--- config.mk ---
export PLATFORM = sky130hd
export DESIGN_NAME = keypad_hex_entry
export DESIGN_NICKNAME = d
export VERILOG_FILES = /design/src/rtl/keypad_hex_entry.sv
export SDC_FILE = /design/constraint.sdc
export NUM_CORES = 1
export LEC_CHECK = 0
export CAP_MARGIN = 10
export CORE_MARGIN = 2
export CORE_UTILIZATION = 54
export CTS_CLUSTER_SIZE = 40
export DETAILED_ROUTE_END_ITERATION = 7
export GPL_ROUTABILITY_DRIVEN = 0
export GPL_TIMING_DRIVEN = 0
export PLACE_DENSITY = 0.79
export SKIP_LAST_GASP = 1
export SLEW_MARGIN = 30
export SYNTH_ARGS = -nofsm -noshare
export SYNTH_HDL_FRONTEND = slang
export SYNTH_SLANG_ARGS = --single-unit
--- constraint.sdc ---
create_clock -name clk -period 5 [get_ports clk]
set_input_delay 1.25 -clock clk [delete_from_list [all_inputs] [get_ports clk]]
set_output_delay 1.25 -clock clk [all_outputs]
set_load 0.01 [all_outputs]
--- src/rtl/keypad_hex_entry.sv ---
// ---------------------------------------------------------------------------
// keypad_hex_entry
//
// Scans a 4x4 hex matrix keypad, debounces presses and releases over whole
// scan frames, and shifts each accepted digit into a 32-bit entry register
// that drives the seven-segment display bus (newest digit in [3:0]).
//
// Parameters:
//   SCAN_DIV  clk cycles each row stays strobed (>= 2)
//   DEBOUNCE  consecutive identical frame results needed to accept (>= 1)
//
// Ports:
//   clk         system clock
//   rst_n       synchronous reset, active-low
//   row[3:0]    row strobes, active-low, one bit low at a time
//   col[3:0]    column sense, active-low (external pull-ups)
//   clear       synchronous clear of entry_data (wins over a same-edge accept)
//   key_code    hex code of the last accepted key, held between events
//   key_valid   one-cycle pulse on each accepted press
//   entry_data  accumulated hex digits, newest in [3:0]
// ---------------------------------------------------------------------------
module keypad_hex_entry #(
    parameter int SCAN_DIV = 100000,
    parameter int DEBOUNCE = 4
) (
    input  logic        clk,
    input  logic        rst_n,
    output logic [3:0]  row,
    input  logic [3:0]  col,
    input  logic        clear,
    output logic [3:0]  key_code,
    output logic        key_valid,
    output logic [31:0] entry_data
);

    localparam int DW = $clog2(SCAN_DIV);
    localparam int CW = $clog2(DEBOUNCE + 1);

    typedef enum logic [1:0] {
        IDLE,
        PRESS_DB,
        HELD,
        RELEASE_DB
    } state_t;

    logic [DW-1:0] div_q, div_d;
    logic [1:0]    row_idx_q, row_idx_d;
    logic [3:0]    row_q, row_d;

    // Frame accumulator: number of low intersections seen so far this
    // frame (saturating at 2, which already means MULTI) and the code of
    // the first one.
    logic [1:0]    acc_cnt_q, acc_cnt_d;
    logic [3:0]    acc_code_q, acc_code_d;

    state_t        state_q, state_d;
    logic [3:0]    cand_q, cand_d;
    logic [CW-1:0] cnt_q, cnt_d;

    logic [3:0]    key_code_q, key_code_d;
    logic          key_valid_q, key_valid_d;
    logic [31:0]   entry_q, entry_d;

    logic          sample;
    logic          frame_done;
    logic [2:0]    cur_cnt;
    logic [1:0]    cur_c;
    logic [2:0]    sum_cnt;
    logic [1:0]    frame_cnt;
    logic [3:0]    frame_code;
    logic          frame_none;
    logic          frame_key;
    logic [CW-1:0] cnt_inc;
    logic          cnt_done;
    logic          accept;

    assign row        = row_q;
    assign key_code   = key_code_q;
    assign key_valid  = key_valid_q;
    assign entry_data = entry_q;

    // Row scanning: divider, row index and the rotating strobe pattern.
    // The column sample and the row rotation happen on the same edge.
    always_comb begin
        sample    = (div_q == DW'(SCAN_DIV - 1));
        div_d     = sample ? '0 : div_q + 1'b1;
        row_idx_d = sample ? row_idx_q + 2'd1 : row_idx_q;
        row_d     = sample ? {row_q[2:0], row_q[3]} : row_q;
    end

    // Classify the sampled columns of the current row and merge them with
    // what earlier rows of this frame contributed.
    always_comb begin
        cur_cnt = '0;
        cur_c   = '0;
        for (int c = 3; c >= 0; c--) begin
            if (!col[c]) begin
                cur_cnt = cur_cnt + 3'd1;
                cur_c   = 2'(c);
            end
        end
        sum_cnt    = {1'b0, acc_cnt_q} + cur_cnt;
        frame_cnt  = (sum_cnt >= 3'd2) ? 2'd2 : sum_cnt[1:0];
        frame_code = (acc_cnt_q != 2'd0) ? acc_code_q : {row_idx_q, cur_c};
        frame_done = sample && (row_idx_q == 2'd3);
        frame_none = frame_done && (frame_cnt == 2'd0);
        frame_key  = frame_done && (frame_cnt == 2'd1);

        acc_cnt_d  = acc_cnt_q;
        acc_code_d = acc_code_q;
        if (frame_done) begin
            acc_cnt_d  = '0;
            acc_code_d = '0;
        end else if (sample) begin
            acc_cnt_d  = frame_cnt;
            acc_code_d = frame_code;
        end
    end

    // Debounce FSM. MULTI frames (frame_done with neither NONE nor KEY)
    // fall through every branch and leave state and counter untouched.
    always_comb begin
        state_d = state_q;
        cand_d  = cand_q;
        cnt_d   = cnt_q;
        accept  = 1'b0;
        cnt_inc = cnt_q + 1'b1;
        cnt_done = (cnt_inc == CW'(DEBOUNCE));

        case (state_q)
            IDLE: begin
                if (frame_key) begin
                    cand_d = frame_code;
                    cnt_d  = CW'(1);
                    if (DEBOUNCE == 1) begin
                        accept  = 1'b1;
                        state_d = HELD;
                    end else begin
                        state_d = PRESS_DB;
                    end
                end
            end
            PRESS_DB: begin
                if (frame_none) begin
                    state_d = IDLE;
                end else if (frame_key) begin
                    if (frame_code == cand_q) begin
                        cnt_d = cnt_inc;
                        if (cnt_done) begin
                            accept  = 1'b1;
                            state_d = HELD;
                        end
                    end else begin
                        cand_d = frame_code;
                        cnt_d  = CW'(1);
                    end
                end
            end
            HELD: begin
                if (frame_none) begin
                    cnt_d   = CW'(1);
                    state_d = (DEBOUNCE == 1) ? IDLE : RELEASE_DB;
                end
            end
            RELEASE_DB: begin
                if (frame_key) begin
                    state_d = HELD;
                end else if (frame_none) begin
                    cnt_d = cnt_inc;
                    if (cnt_done) begin
                        state_d = IDLE;
                    end
                end
            end
            default: state_d = IDLE;
        endcase
    end

    // Output registers: the accepted code, the one-cycle event and the
    // shifting entry register, where clear overrides a same-edge accept.
    always_comb begin
        key_code_d  = key_code_q;
        key_valid_d = 1'b0;
        entry_d     = entry_q;
        if (accept) begin
            key_code_d  = cand_d;
            key_valid_d = 1'b1;
            entry_d     = {entry_q[27:0], cand_d};
        end
        if (clear) begin
            entry_d = '0;
        end
    end

    always_ff @(posedge clk) begin
        if (!rst_n) begin
            div_q       <= '0;
            row_idx_q   <= '0;
            row_q       <= 4'b1110;
            acc_cnt_q   <= '0;
            acc_code_q  <= '0;
            state_q     <= IDLE;
            cand_q      <= '0;
            cnt_q       <= '0;
            key_code_q  <= '0;
            key_valid_q <= 1'b0;
            entry_q     <= '0;
        end else begin
            div_q       <= div_d;
            row_idx_q   <= row_idx_d;
            row_q       <= row_d;
            acc_cnt_q   <= acc_cnt_d;
            acc_code_q  <= acc_code_d;
            state_q     <= state_d;
            cand_q      <= cand_d;
            cnt_q       <= cnt_d;
            key_code_q  <= key_code_d;
            key_valid_q <= key_valid_d;
            entry_q     <= entry_d;
        end
    end

endmodule

==> impl_metrics.json <==
{
  "final-setup-viol-count": 0,
  "path_max_fanout": 9,
  "yosysWarningCount": 0,
  "row_count": 29,
  "crit_top_cell": "ha_1",
  "synth.net_count": 379,
  "insertedDiodeCount": 0,
  "clkPwrFrac_pct": 39.9,
  "power_frac_seq_pct": 54.8,
  "cts-root-buf": "clkbuf_8",
  "track_usage_pct": 20.8,
  "avgSynthCellArea_um2": 9.52,
  "drt_pass1_iterations": 4,
  "peakVddDrop_mv": 0.172,
  "first_iter_violations": 74,
  "dieArea_um2": 7020,
  "drv_slew": 0,
  "end_kind": "flop",
  "ys_seq_area_share_pct": 43.7,
  "cp.arrival_ns": 4.90,
  "p_sw_uw": 284,
  "insertion_delay_ns": 0.35,
  "antenna_found_initial": 0,
  "final_util_pct": 66.9,
  "core_um2": 6240,
  "nets": 436,
  "synth_seq_cells": 75,
  "drv_cap": 0,
  "yosysTopAreaCell": "dfxtp_1",
  "numClockSinks": 75,
  "power_density_nw_per_um2": 262,
  "die_y_um": 83.8,
  "area_delta_synth_final_pct": 21.6,
  "dp_hpwl_mm": 5.12,
  "ant_nets": 0,
  "ys_types": 53,
  "worstSetupPathType": "in -> reg",
  "max_stage_delay_ns": 0.53,
  "syn_area_um2": 3440,
  "port_buffers": 46,
  "critPathSlowestCell": "clkdlybuf4s50_1",
  "htreeDepth": 3,
  "timing.final.hold_violations": 0,
  "ys_top_cells_by_area": "dfxtp_1 (44%), mux2i_1 (8.7%), nand2_1 (6.2%), ha_1 (3.6%), nor2_1 (3.3%)",
  "cts_setup_buffers": 0,
  "swShare_pct": 25.9,
  "gr-total-overflow": 0,
  "relSlewSlack_pct": 61.4,
  "p_int_uw": 810,
  "worstPathCellList": "clkdlybuf4s50_1, inv_1, ha_1, xnor2_1, ha_1, mux2_2, fa_1, xnor3_1, nor2b_4, and4_1, buf_2, and2_0, clkbuf_1, a211oi_1",
  "layout-drive-gt1-share_pct": 8.04,
  "period_share_pct": 93.6,
  "leakagePower_nw": 1.57,
  "wirelength_mm": 6.82,
  "ios": 48,
  "netlist_instances": 361,
  "grt_max_degree": 16,
  "cp.required_ns": 5.22,
  "ys.flop_type": "dfxtp_1",
  "ctsResizeCount": 0,
  "startpoint_type": "primary input",
  "vias_per_cell": 5.47,
  "critical_path.top_delay_family": "buffers and inverters",
  "synth_top_area_share_pct": 43.7,
  "fillCellCount": 533,
  "initial_core_util_pct": 55.1,
  "vias": 2733,
  "ctsHoldBuffers": 0,
  "finalClockSkew_ns": 0.0103,
  "fin_crit_ns": 4.68,
  "drc_errors": 0,
  "cts_buffers": 9,
  "first_global_vias": 2625,
  "grt_pass1_wl_mm": 11.9,
  "power.share.combinational_pct": 5.2,
  "hold_class": "reg -> reg",
  "rsz0062_at_grt": "false",
  "path_clk_slew_ns": 0.08,
  "synth_edf_count": 0,
  "cts_buffer_depth": 2,
  "wl_per_cell_um": 13.6,
  "tightest_slew_ns": 0.571,
  "worst-path-buf-inv": 4,
  "max_freq_mhz": 214,
  "status": "completed",
  "setup_tns_ns": 0,
  "async_flop_share_pct": 0,
  "cts_tree": "done",
  "fp.dieW_um": 83.8
}
[cell usage after synthesis (3+ instances only)]
master and instances:
a211oi_1 11, a21oi_1 19, and3_1 10, and4_1 4, clkbuf_1 8, dfxtp_1 75
ha_1 10, inv_1 7, mux2i_1 30, nand2_1 57, nand2b_1 5, nand3_1 11
nand4_1 5, nor2_1 30, nor3_1 3, nor4_1 3, nor4b_1 4, o21ai_0 3
xnor2_1 10, xor2_1 11
[flip-flops by register name, indices dropped and copies added, names as in the netlist]
name        count
div_q          17
key_code        4
acc_cnt_q       2
cand_q          4
row             4
row_idx_q       2
key_valid       1
cnt_q           3
entry_data     32
state_q         2
acc_code_q      4
[cells by family after synthesis]
logic type,Yosys count,share of synthesized area [%]
and+or+nand+nor,153,23.3
DFF,75,43.7
AOI/OAI and AO/OA,43,8.67
muxes,31,9.07
buffers and inverters,26,5.06
xor gates and xnor gates,22,6.01
adders and majority gates,11,4.22
[layout make-up]
type	count	area [um2]	area share [%]
Buffer	19	148	3.53
Clock buffer	9	124	2.96
Clock inverter	7	61.3	1.47
Inverter	7	26.3	0.629
Multi-Input combinational cell	260	1760	42.1
Sequential cell	75	1500	35.9
Tap cell	77	96.3	2.31
Timing Repair Buffer	46	460	11.0
[per-layer routing]
layer	track usage [%]	vias up	wire length [um]	share of wire [%]
met5	0	-	0	0
met4	8.80	0	129	1.9
met3	4.15	15	315	4.6
met2	33.2	77	3200	47
met1	27.4	1271	3180	47
li1	-	1370	-	-
[worst register-to-register path: stages (launching register included)]
cell,delay [ns]
dfxtp_1,0.38
ha_1,0.23
fa_1,0.36
xnor3_1,0.41
nor2b_4,0.19
and4_1,0.19
buf_2,0.18
and2_0,0.14
clkbuf_1,0.30
a211oi_1,0.14
[path summary, 6_finish.rpt]
| path | depth (start not counted) | slack, ns | endpoint | startpoint |
|---|---|---|---|---|
| max | 14 | 0.32 | key_code[1]$_SDFFE_PN0P_ | col[2] |
| min | 1 | 0.44 | div_q[0]$_SDFF_PP0_ | div_q[0]$_SDFF_PP0_ |
| max reg2reg | 9 | 2.35 | key_code[1]$_SDFFE_PN0P_ | acc_cnt_q[0]$_SDFFE_PP0P_ |
| min reg2reg | 1 | 0.44 | div_q[0]$_SDFF_PP0_ | div_q[0]$_SDFF_PP0_ |
[layout by cell type (no fill, tap or decap), drive strengths merged, types with 11 or more instances in the layout]
master,count
a211oi,11
a21oi,19
clkbuf,17
clkdlybuf4s50,46
dfxtp,75
mux2i,30
nand2,57
nand3,11
nor2,31
xor2,11
[through the flow]
step	total power [mW]	setup slack [ns]	area [um2]	cells	hold WS [ns]
final	1.09	0.318	4180	500	0.443
after global routing	1.14	0.0745	4180	500	0.470
after floorplan	0.655	0.847	3440	361	0.413
after global placement	0.670	0.0305	3990	484	0.426
after detailed placement	0.671	-0.0503	3990	484	0.438
after CTS	1.10	0.310	4180	500	0.450
[power by group through the flow]
stage / registers, mW / logic (mW) / clock network (mW)
2_1_floorplan: 0.614 / 0.0409 / 0
3_3_place_gp: 0.614 / 0.0558 / 0
3_5_place_dp: 0.614 / 0.0571 / 0
4_1_cts: 0.600 / 0.0576 / 0.445
5_1_grt: 0.601 / 0.0643 / 0.473
6_report: 0.600 / 0.0573 / 0.437
(Power assumes the default switching activity.)
